**config.mk**
```make
export PLATFORM = sky130hd
export DESIGN_NAME = next_pc_unit_flat
export DESIGN_NICKNAME = d
export VERILOG_FILES = /design/src/rtl/next_pc_unit_if.sv /design/src/rtl/next_pc_unit.sv /design/src/flat_wrapper.sv
export SDC_FILE = /design/constraint.sdc
export NUM_CORES = 1
export LEC_CHECK = 0
export ABC_AREA = 1
export CAP_MARGIN = 0
export CELL_PAD_IN_SITES_DETAIL_PLACEMENT = 0
export CELL_PAD_IN_SITES_GLOBAL_PLACEMENT = 1
export CORE_UTILIZATION = 24
export DETAILED_ROUTE_END_ITERATION = 8
export PLACE_DENSITY = 0.77
export SETUP_SLACK_MARGIN = 0.02
export SYNTH_ARGS = -nofsm -noshare
export SYNTH_HDL_FRONTEND = slang
export SYNTH_SLANG_ARGS = --single-unit
```
**constraint.sdc**
```tcl
create_clock -name clk -period 1.7 [get_ports clk]
set_input_delay 0.17 -clock clk [delete_from_list [all_inputs] [get_ports clk]]
set_output_delay 0.17 -clock clk [all_outputs]
set_load 0.02 [all_outputs]
```
**src/rtl/next_pc_unit_if.sv**
```systemverilog
// Redirect request bus between the execute stage (master) and the next-PC unit (slave).
interface next_pc_unit_if;
    logic        req_valid;
    logic        req_ready;
    logic [6:0]  opcode;
    logic [31:0] s;
    logic [31:0] imme_in;
    logic        br_taken;

    modport master (
        output req_valid, opcode, s, imme_in, br_taken,
        input  req_ready
    );

    modport slave (
        input  req_valid, opcode, s, imme_in, br_taken,
        output req_ready
    );
endinterface

```
**src/rtl/next_pc_unit.sv**
```systemverilog
// Fetch PC generator: sequential stepping, jal/jalr/B redirects, stall-aware pending redirect.
// Optional NPC_MISALIGN_CHK_EN suppresses redirects to targets with bits[1:0] != 0.
module next_pc_unit #(
    parameter int unsigned         PC_BITS  = 8,
    parameter logic [PC_BITS-1:0]  RESET_PC = '0,
    parameter int unsigned         PC_INC   = 4
) (
    input  logic                clk,
    input  logic                rst_n,
    input  logic                stall_i,
    next_pc_unit_if.slave       req,
    output logic [PC_BITS-1:0]  pc_o,
    output logic                flush_o,
    output logic                misalign_o
);
    localparam logic [6:0] OP_JAL    = 7'b1101111;
    localparam logic [6:0] OP_JALR   = 7'b1100111;
    localparam logic [6:0] OP_BRANCH = 7'b1100011;

    typedef enum logic {RUN, HOLD} state_t;

    state_t               state_q, state_d;
    logic [PC_BITS-1:0]   pc_q, pc_d;
    logic [PC_BITS-1:0]   pend_q, pend_d;
    logic                 flush_q, flush_d;
    logic                 misalign_q, misalign_d;

    logic [31:0]          sum_full;
    logic [31:0]          target_full;
    logic [PC_BITS-1:0]   target;
    logic                 is_redirect;
    logic                 accept;
    logic                 misaligned;
    logic                 unused_sum;

    // Target computation: 32-bit add, jalr clears bit 0, then truncate to PC width.
    always_comb begin
        sum_full    = req.s + req.imme_in;
        target_full = (req.opcode == OP_JALR) ? (sum_full & ~32'h1) : sum_full;
        target      = PC_BITS'(target_full);
        is_redirect = (req.opcode == OP_JAL) || (req.opcode == OP_JALR) ||
                      ((req.opcode == OP_BRANCH) && req.br_taken);
        accept      = req.req_valid && (state_q == RUN);
`ifdef NPC_MISALIGN_CHK_EN
        misaligned  = (target[1:0] != 2'b00);
`else
        misaligned  = 1'b0;
`endif
    end

    assign unused_sum    = ^target_full;
    assign req.req_ready = (state_q == RUN);

    // Next-state and next-PC selection; redirect always beats the sequential step.
    always_comb begin
        state_d    = state_q;
        pc_d       = pc_q;
        pend_d     = pend_q;
        flush_d    = 1'b0;
        misalign_d = 1'b0;
        unique case (state_q)
            RUN: begin
                if (accept && is_redirect && misaligned) begin
                    misalign_d = 1'b1;
                    if (!stall_i) pc_d = pc_q + PC_BITS'(PC_INC);
                end else if (accept && is_redirect) begin
                    if (!stall_i) begin
                        pc_d    = target;
                        flush_d = 1'b1;
                    end else begin
                        pend_d  = target;
                        state_d = HOLD;
                    end
                end else if (!stall_i) begin
                    pc_d = pc_q + PC_BITS'(PC_INC);
                end
            end
            HOLD: begin
                if (!stall_i) begin
                    pc_d    = pend_q;
                    flush_d = 1'b1;
                    state_d = RUN;
                end
            end
            default: state_d = RUN;
        endcase
    end

    always_ff @(posedge clk or negedge rst_n) begin
        if (!rst_n) begin
            state_q    <= RUN;
            pc_q       <= RESET_PC;
            pend_q     <= '0;
            flush_q    <= 1'b0;
            misalign_q <= 1'b0;
        end else begin
            state_q    <= state_d;
            pc_q       <= pc_d;
            pend_q     <= pend_d;
            flush_q    <= flush_d;
            misalign_q <= misalign_d;
        end
    end

    assign pc_o       = pc_q;
    assign flush_o    = flush_q;
    assign misalign_o = misalign_q;
endmodule
```
**src/flat_wrapper.sv**
```systemverilog
// flat-port wrapper written by rule: the top's interface ports become plain ports
module next_pc_unit_flat 
#(
    parameter int unsigned         PC_BITS  = 8,
    parameter logic [PC_BITS-1:0]  RESET_PC = '0,
    parameter int unsigned         PC_INC   = 4
)
  (clk, rst_n, stall_i, pc_o, flush_o, misalign_o, req_req_valid, req_opcode, req_s, req_imme_in, req_br_taken, req_req_ready);
  next_pc_unit_if req_i ();
  input  logic clk;
  input  logic rst_n;
  input  logic stall_i;
  output logic [PC_BITS-1:0] pc_o;
  output logic flush_o;
  output logic misalign_o;
  input wire logic [$bits(req_i.req_valid)-1:0] req_req_valid;
  input wire logic [$bits(req_i.opcode)-1:0] req_opcode;
  input wire logic [$bits(req_i.s)-1:0] req_s;
  input wire logic [$bits(req_i.imme_in)-1:0] req_imme_in;
  input wire logic [$bits(req_i.br_taken)-1:0] req_br_taken;
  output wire logic [$bits(req_i.req_ready)-1:0] req_req_ready;
  assign req_i.req_valid = req_req_valid;
  assign req_i.opcode = req_opcode;
  assign req_i.s = req_s;
  assign req_i.imme_in = req_imme_in;
  assign req_i.br_taken = req_br_taken;
  assign req_req_ready = req_i.req_ready;
  next_pc_unit #(.PC_BITS(PC_BITS), .RESET_PC(RESET_PC), .PC_INC(PC_INC)) u_core (.clk(clk), .rst_n(rst_n), .stall_i(stall_i), .req(req_i), .pc_o(pc_o), .flush_o(flush_o), .misalign_o(misalign_o));
endmodule
```
==> summary.md, run 1 <==
| Metric | Value |
|---|---|
| Primary FF master, synth | dfrtp_1 |
| Hold Path Class | input pin to asynchronous set/reset pin |
| Die Height | 76.9 um |
| Routed via count | 1226 |
| WP data required | 1.89 ns |
| Post-route DRC | 0 |
| Root buffer selected by CTS | clkbuf_8 |
| Vias in the first global route | 1200 |
| Worst vdd ir | 430 uV |
| # setup viols final | 0 |
| Initial Util | 25.6% |
| Setup crit end kind | flip-flop |
| Unrepaired setup endpoints after global routing | no |
| Top routing layer in use | met4 |
| Initial antenna violation count | 0 |
| EDFF count, synth | 0 |
| Util after Layout | 37.6% |
| Nets | 320 |
| H-tree depth | 1 |
| Drt pass-1 iters | 4 |
| Clk slew on worst S/H paths | 0.07 ns |
| Int Power | 0.00110 W |
| Fin cells | between 300 and 400 |
| Die area | 5920 um^2 |
| First-pass GRT wire length | a little over 5 mm |
| Fmax | approximately 640 MHz |
| Max-Cap Viols | 0 |
| Avg Cell Area, Syn | 7.40 um^2 |
| Worst slack at placement | -0.309 ns |
| PortBufs | 37 |
| Total track usage | 10.7% |
| Share of the synthesized area in the top cell type | around a third |
| Mapped Cells | 182 |
| Layout cells sized above 1 | 17.1% |
| TritonCTS Sinks | 18 |
| Met3 routed WL | 88 um |
| Total inserted antenna cells | 0 |
| Post-DP HPWL | 2.33 mm |
| Final Skew | 0.00120 ns |
| Yosys top cell by area | dfrtp_1 |
| CTS max path bufs | 2 |
| Metal-1 WL | 1.41 mm |
| Starting DRT DRC Count | between 60 and 70 |
| Placed Cells | about 300 |
| Pin count of the biggest net entering global routing | 19 |
| Remaining global-route overflow | 0 |
| Synthesized cell area | 1350 um^2 |
| # rows | 26 |
| Post-synthesis sequential area ratio | 33.4% |
| Synth warn | 0 |
| Clock latency on the worst-skew pair | 0.25 ns |
| Synth Register Bits | 18 |
| Power share of the combinational group | 43.7% |
| Critical path arrival | between 1.5 and 2 ns |
| Clk pwr share | between 20 and 25% |
| Mapped Nets | 267 |
| CTS tree | done |
| Hold buffers post-CTS | 0 |
| Core Box Area | about 5300 um^2 |
| Detail Route Antenna Nets | 0 |
| Cell with the most instances after synthesis | nand2_1 |
| Routed len/inst | 9.15 um |
| Worst Setup Path Type | input pin to flip-flop |
| DIE WIDTH | 76.9 um |
| Period minus WS final | roughly 1.6 ns |
| Synth unique cells | 26 |
| Status | completed |
| Crit-path max FO | 2 |
| Top post-synthesis cells by count | nand2_1, inv_1, dfrtp_1 |
| Asr flop ratio synth | 100% |
| Avg Vias per Cell | 4.03 |
| Sw frac | 34.7% |
| DR WL met2 | 1.25 mm |
| Final setup margin | roughly 0.14 ns |
| Layout area overhead | 47.1% |
| Gpl congestion | 0.711 |
| Switching power | 0.000585 W |
| Detailed Route WL | between 2 and 3 mm |
| Leak Pwr | roughly 1 nW |
| Power per cell area | 851 nW/um^2 |
| Final hold violation count | 0 |
| Sequential Power Share | about 36% |
| Num CTS Buffers | 3 |
| Top cells by area, synth | dfrtp_1, nand2_1, ha_1 |
| Setup crit start kind | input pin |
| Io pins | 87 |
| Final period util | 92.0% |
| Fin. max-slew vios | 0 |
-- power by group through the flow --
stage	clock network, W	registers (W)	logic, W
floorplan	0	0.000674	0.000355
global placement	0	0.000610	0.000727
detailed placement	0	0.000612	0.000732
CTS	0.000355	0.000605	0.000740
global route	0.000366	0.000622	0.000824
finish	0.000348	0.000601	0.000736
-- critical path, stage by stage --
cell             delay [ns]
clkdlybuf4s50_1        0.48
inv_1                  0.07
fa_2                   0.38
buf_4                  0.14
xor2_2                 0.14
o21ai_0                0.22
nor2_1                 0.07
nor2_1                 0.08
-- area by class of cell --
| cell class | instances | area [um^2] |
|---|---|---|
| inverters | 26 | 100 |
| well taps | 70 | 87.6 |
| fillers | 578 | 3290 |
| multi-input cells | 135 | 806 |
| repair buffers | 51 | 483 |
| flip-flops and latches | 18 | 450 |
| clock buffers | 4 | 55.1 |
-- flip-flops by register name (all words and copies together) (netlist names) --
register        cells
u_core.flush_o      1
u_core.pc_o         8
u_core.pend_q       8
u_core.state_q      1
-- final timing paths --
| path | cells after the start | from | endpoint | slack [ns] |
|---|---|---|---|---|
| max | 8 | req_imme_in[1] | u_core.pc_o[2] | 0.14 |
| min | 2 | rst_n | u_core.flush_o | 0.25 |
| max reg2reg | 6 | u_core.state_q | u_core.pend_q[1] | 0.35 |
| min reg2reg | 2 | u_core.pc_o[0] | u_core.pc_o[0] | 0.48 |
| max in group asynchronous | 2 | rst_n | u_core.pend_q[1] | 1.26 |
| min in group clk | 4 | req_imme_in[0] | u_core.pend_q[0] | 0.39 |
-- per-layer routing --
layer  GRT usage (%)  vias to the layer above
met1            14.2                      522
li1                -                      672
met3            1.19                        4
met4            4.04                        0
met2            17.8                       28
met5               0                        -
-- timing repair --
action / CTS / global route
setup endpoints to repair: 4 / 5
cloned: 0 / 0
hold endpoints to repair: 0 / 0
pin swaps: 2 / 4
buffers inserted: 0 / 1
resized for setup: 4 / 7
-- logic make-up (layout without fill, tap and decap cells) --
| family | after synthesis | in the layout | share of synthesized area, % |
|---|---|---|---|
| AO/OA/AOI/OAI | 22 | 22 | 9.01 |
| other | 1 | 1 | 0.278 |
| AND/OR/NAND/NOR | 96 | 96 | 35.2 |
| adder cells (fa/ha/maj) | 9 | 9 | 8.91 |
| buffers and inverters | 29 | 81 | 8.63 |
| XOR/XNOR | 7 | 7 | 4.55 |
| flip-flops | 18 | 18 | 33.4 |
-- per-stage QoR --
step	cell area [um^2]	power (W)	TNS [ns]	hold slack [ns]
global placement	1890	0.00134	-1.54	0.460
global route	1980	0.00181	0	0.282
CTS	1950	0.00170	0	0.265
floorplan	1350	0.00103	0	-0.126
detailed placement	1890	0.00134	-1.82	0.463
finish	1980	0.00169	0	0.253
-- cells in the final DEF, fill, tap and decap left out --
cell type and instances:
nand2_1 53, clkbuf_8 4, inv_1 22, nand3_2 2, o21ai_0 6, inv_2 2, a21oi_1 12, clkinv_1 1
or2_2 2, nand3b_1 2, o21ai_2 3, nand4_4 2, nor2_8 1, nand2_2 3, clkdlybuf4s50_1 34, dlymetal6s2s_1 3
xor2_2 1, conb_1 1, inv_4 1, fa_2 1, nor2_4 3, buf_4 14, ha_1 7, xor2_1 2
xnor2_1 4, nand4_1 1, dfrtp_1 18, o21ai_1 1, nor2_1 13, nand3_1 14, ha_2 1
(Power assumes the default switching activity.)
==> run 2: changes to the inputs <==
Settings changed: CELL_PAD_IN_SITES_DETAIL_PLACEMENT 0 to not set, CELL_PAD_IN_SITES_GLOBAL_PLACEMENT 1 to not set, CORE_UTILIZATION 24 to 36.
==> summary.md, run 2 (synthesis results as in run 1) <==
| Metric | Value |
|---|---|
| Die Height | 63.2 um |
| Clock latency on the worst-skew pair | 0.25 ns |
| Fin cells | 279 |
| Period minus WS final | 1.55 ns |
| Crit path cell chain | clkdlybuf4s50_1, inv_1, fa_2, nand3b_1, nand2_2, nand3_2, nand2_1, nand2_1, nand2_1, nand2_1, o21ai_1 |
| Hold Path Class | input pin to asynchronous set/reset pin |
| Gpl congestion | 0.834 |
| Drt pass-1 iters | 4 |
| Met3 Use GR | 1.09% |
| Cell mode on critical path | nand2_1 |
| FF-to-FF path depth | 6 |
| Post-route DRC | 0 |
| Worst slack at placement | -0.292 ns |
| Storage element area | 450 um^2 |
| Util after Layout | 55.8% |
| Unrepaired setup endpoints after global routing | yes |
| Avg Vias per Cell | 4.57 |
| # rows | 21 |
| PortBufs | 37 |
| Die area | 3990 um^2 |
| Remaining global-route overflow | 0 |
| Crit-path max FO | 2 |
| CTS tree | done |
| Core Box Area | ~3500 um^2 |
| Critical path arrival | 1.73 ns |
| Fin. max-slew vios | 0 |
| Final setup margin | about 0.15 ns |
| H-tree depth | 1 |
| Root buffer selected by CTS | clkbuf_8 |
| Placed Cells | ~280 |
| Power per cell area | 868 nW/um^2 |
| Detail Route Antenna Nets | 0 |
| Pin count of the biggest net entering global routing | 19 |
| Worst vdd ir | 329 uV |
| Hold WS | around 0.25 ns |
| Vias in the first global route | 1198 |
| Multi-input logic area | 798 um^2 |
| Io pins | 87 |
| Initial antenna violation count | 0 |
| CTS max path bufs | 2 |
| DIE WIDTH | 63.2 um |
| R2r endpoint | u_core.pend_q[0] |
| Post-DP HPWL | 2.27 mm |
| Commonest non-fill, non-tap cell in the layout | nand2_1 |
| Clk slew on worst S/H paths | 0.07 ns |
| Fmax | 644 MHz |
| Slowest cell on crit path | clkdlybuf4s50_1 |
| # fillers | 332 |
| # setup viols final | 0 |
| Nets | 319 |
| Met1 Track Usage GR | 21.7% |
| Starting DRT DRC Count | between 40 and 50 |
| Setup crit end kind | flip-flop |
| Final Skew | 0.000994 ns |
| Layout cells sized above 1 | 16.3% |
| Num CTS Buffers | 3 |
| First-pass GRT wire length | 5.00 mm |
| Leak Pwr | 0.976 nW |
| Met2 Use GR | 24.7% |
| Busiest grt layer | met2 |
| Max-Cap Viols | 0 |
| Final period util | between 90% and 100% |
| Hold buffers post-CTS | 0 |
| Total track usage | 15.5% |
| Worst Setup Path Type | input pin to flip-flop |
| Routed via count | 1275 |
| Routed len/inst | 10.1 um |
| Detailed Route WL | 2.82 mm |
| Layout area overhead | 43.7% |
| Setup crit start kind | input pin |
| Crit. Startpoint | req_imme_in[1] |
| TritonCTS Sinks | 18 |
| Initial Util | 38.9% |
| Most frequent cells in the layout | nand2_1, clkdlybuf4s50_1, inv_1 |
| CP endpoint | u_core.pend_q[6] |
| Final hold violation count | 0 |
| Status | completed |
| WP data required | 1.88 ns |
| Total inserted antenna cells | 0 |
| Slowest stage delay, CP | between 0.4 and 0.5 ns |
| Flop-to-flop setup slack | 0.34 ns |
| R2r startpoint | u_core.state_q |
-- run 2: changes by cell type in the layout (fill, tap and decap cells not counted) --
cell / previous run / this run
buf_4: 14 / 13
xor2_1: 2 / 3
xor2_2: 1 / 0
-- run 2: worst min path at each step --
stage	startpoint	end	slack [ns]	cells after the start
floorplan	rst_n	u_core.flush_o	-0.13	0
global placement	u_core.pc_o[1]	u_core.pc_o[1]	0.46	2
detailed placement	u_core.pc_o[0]	u_core.pc_o[0]	0.46	2
CTS	rst_n	u_core.pc_o[3]	0.25	2
global route	rst_n	u_core.pc_o[0]	0.27	2
finish	rst_n	u_core.pc_o[0]	0.25	2
-- run 2: final cells by class --
type	count	area share, %
clock buffers	4	2.84
inverters	26	5.17
multi-input cells	135	41.2
flip-flops and latches	18	23.3
well taps	46	2.97
repair buffers	50	24.5
-- run 2: power by group --
| part | internal [W] | total, W | switching [W] |
|---|---|---|---|
| combinational | 0.000367 | 0.000728 | 0.000361 |
| sequential | 0.000518 | 0.000606 | 0.0000879 |
| clock | 0.000206 | 0.000348 | 0.000142 |
-- run 2: critical path: cells and delay by family --
kind / cells / cell delay, ns
AOI/OAI and AO/OA: 1 / 0.07
adders and majority gates: 1 / 0.38
buffers and inverters: 2 / 0.53
and+or+nand+nor: 7 / 0.58
-- run 2: metal layers --
metal  share of wire (%)  vias to the layer above
met2                  46                       36
met4                 1.7                        0
li1                    -                      677
met3                 3.4                        5
met5                   0                        -
met1                  49                      557
-- run 2: stage by stage --
step / setup TNS, ns / instance area (um^2) / power [W]
after detailed placement: -1.60 / 1860 / 0.00133
after global placement: -1.35 / 1860 / 0.00132
after global routing: -0.00221 / 1940 / 0.00181
after CTS: 0 / 1920 / 0.00169
after floorplan: 0 / 1350 / 0.00103
final: 0 / 1940 / 0.00168
-- run 2: timing repair --
| item | CTS | global route |
|---|---|---|
| buffers inserted | 0 | 0 |
| cloned | 0 | 0 |
| gates resized for setup | 2 | 8 |
| setup endpoints to repair | 3 | 4 |
| pin swaps | 2 | 4 |
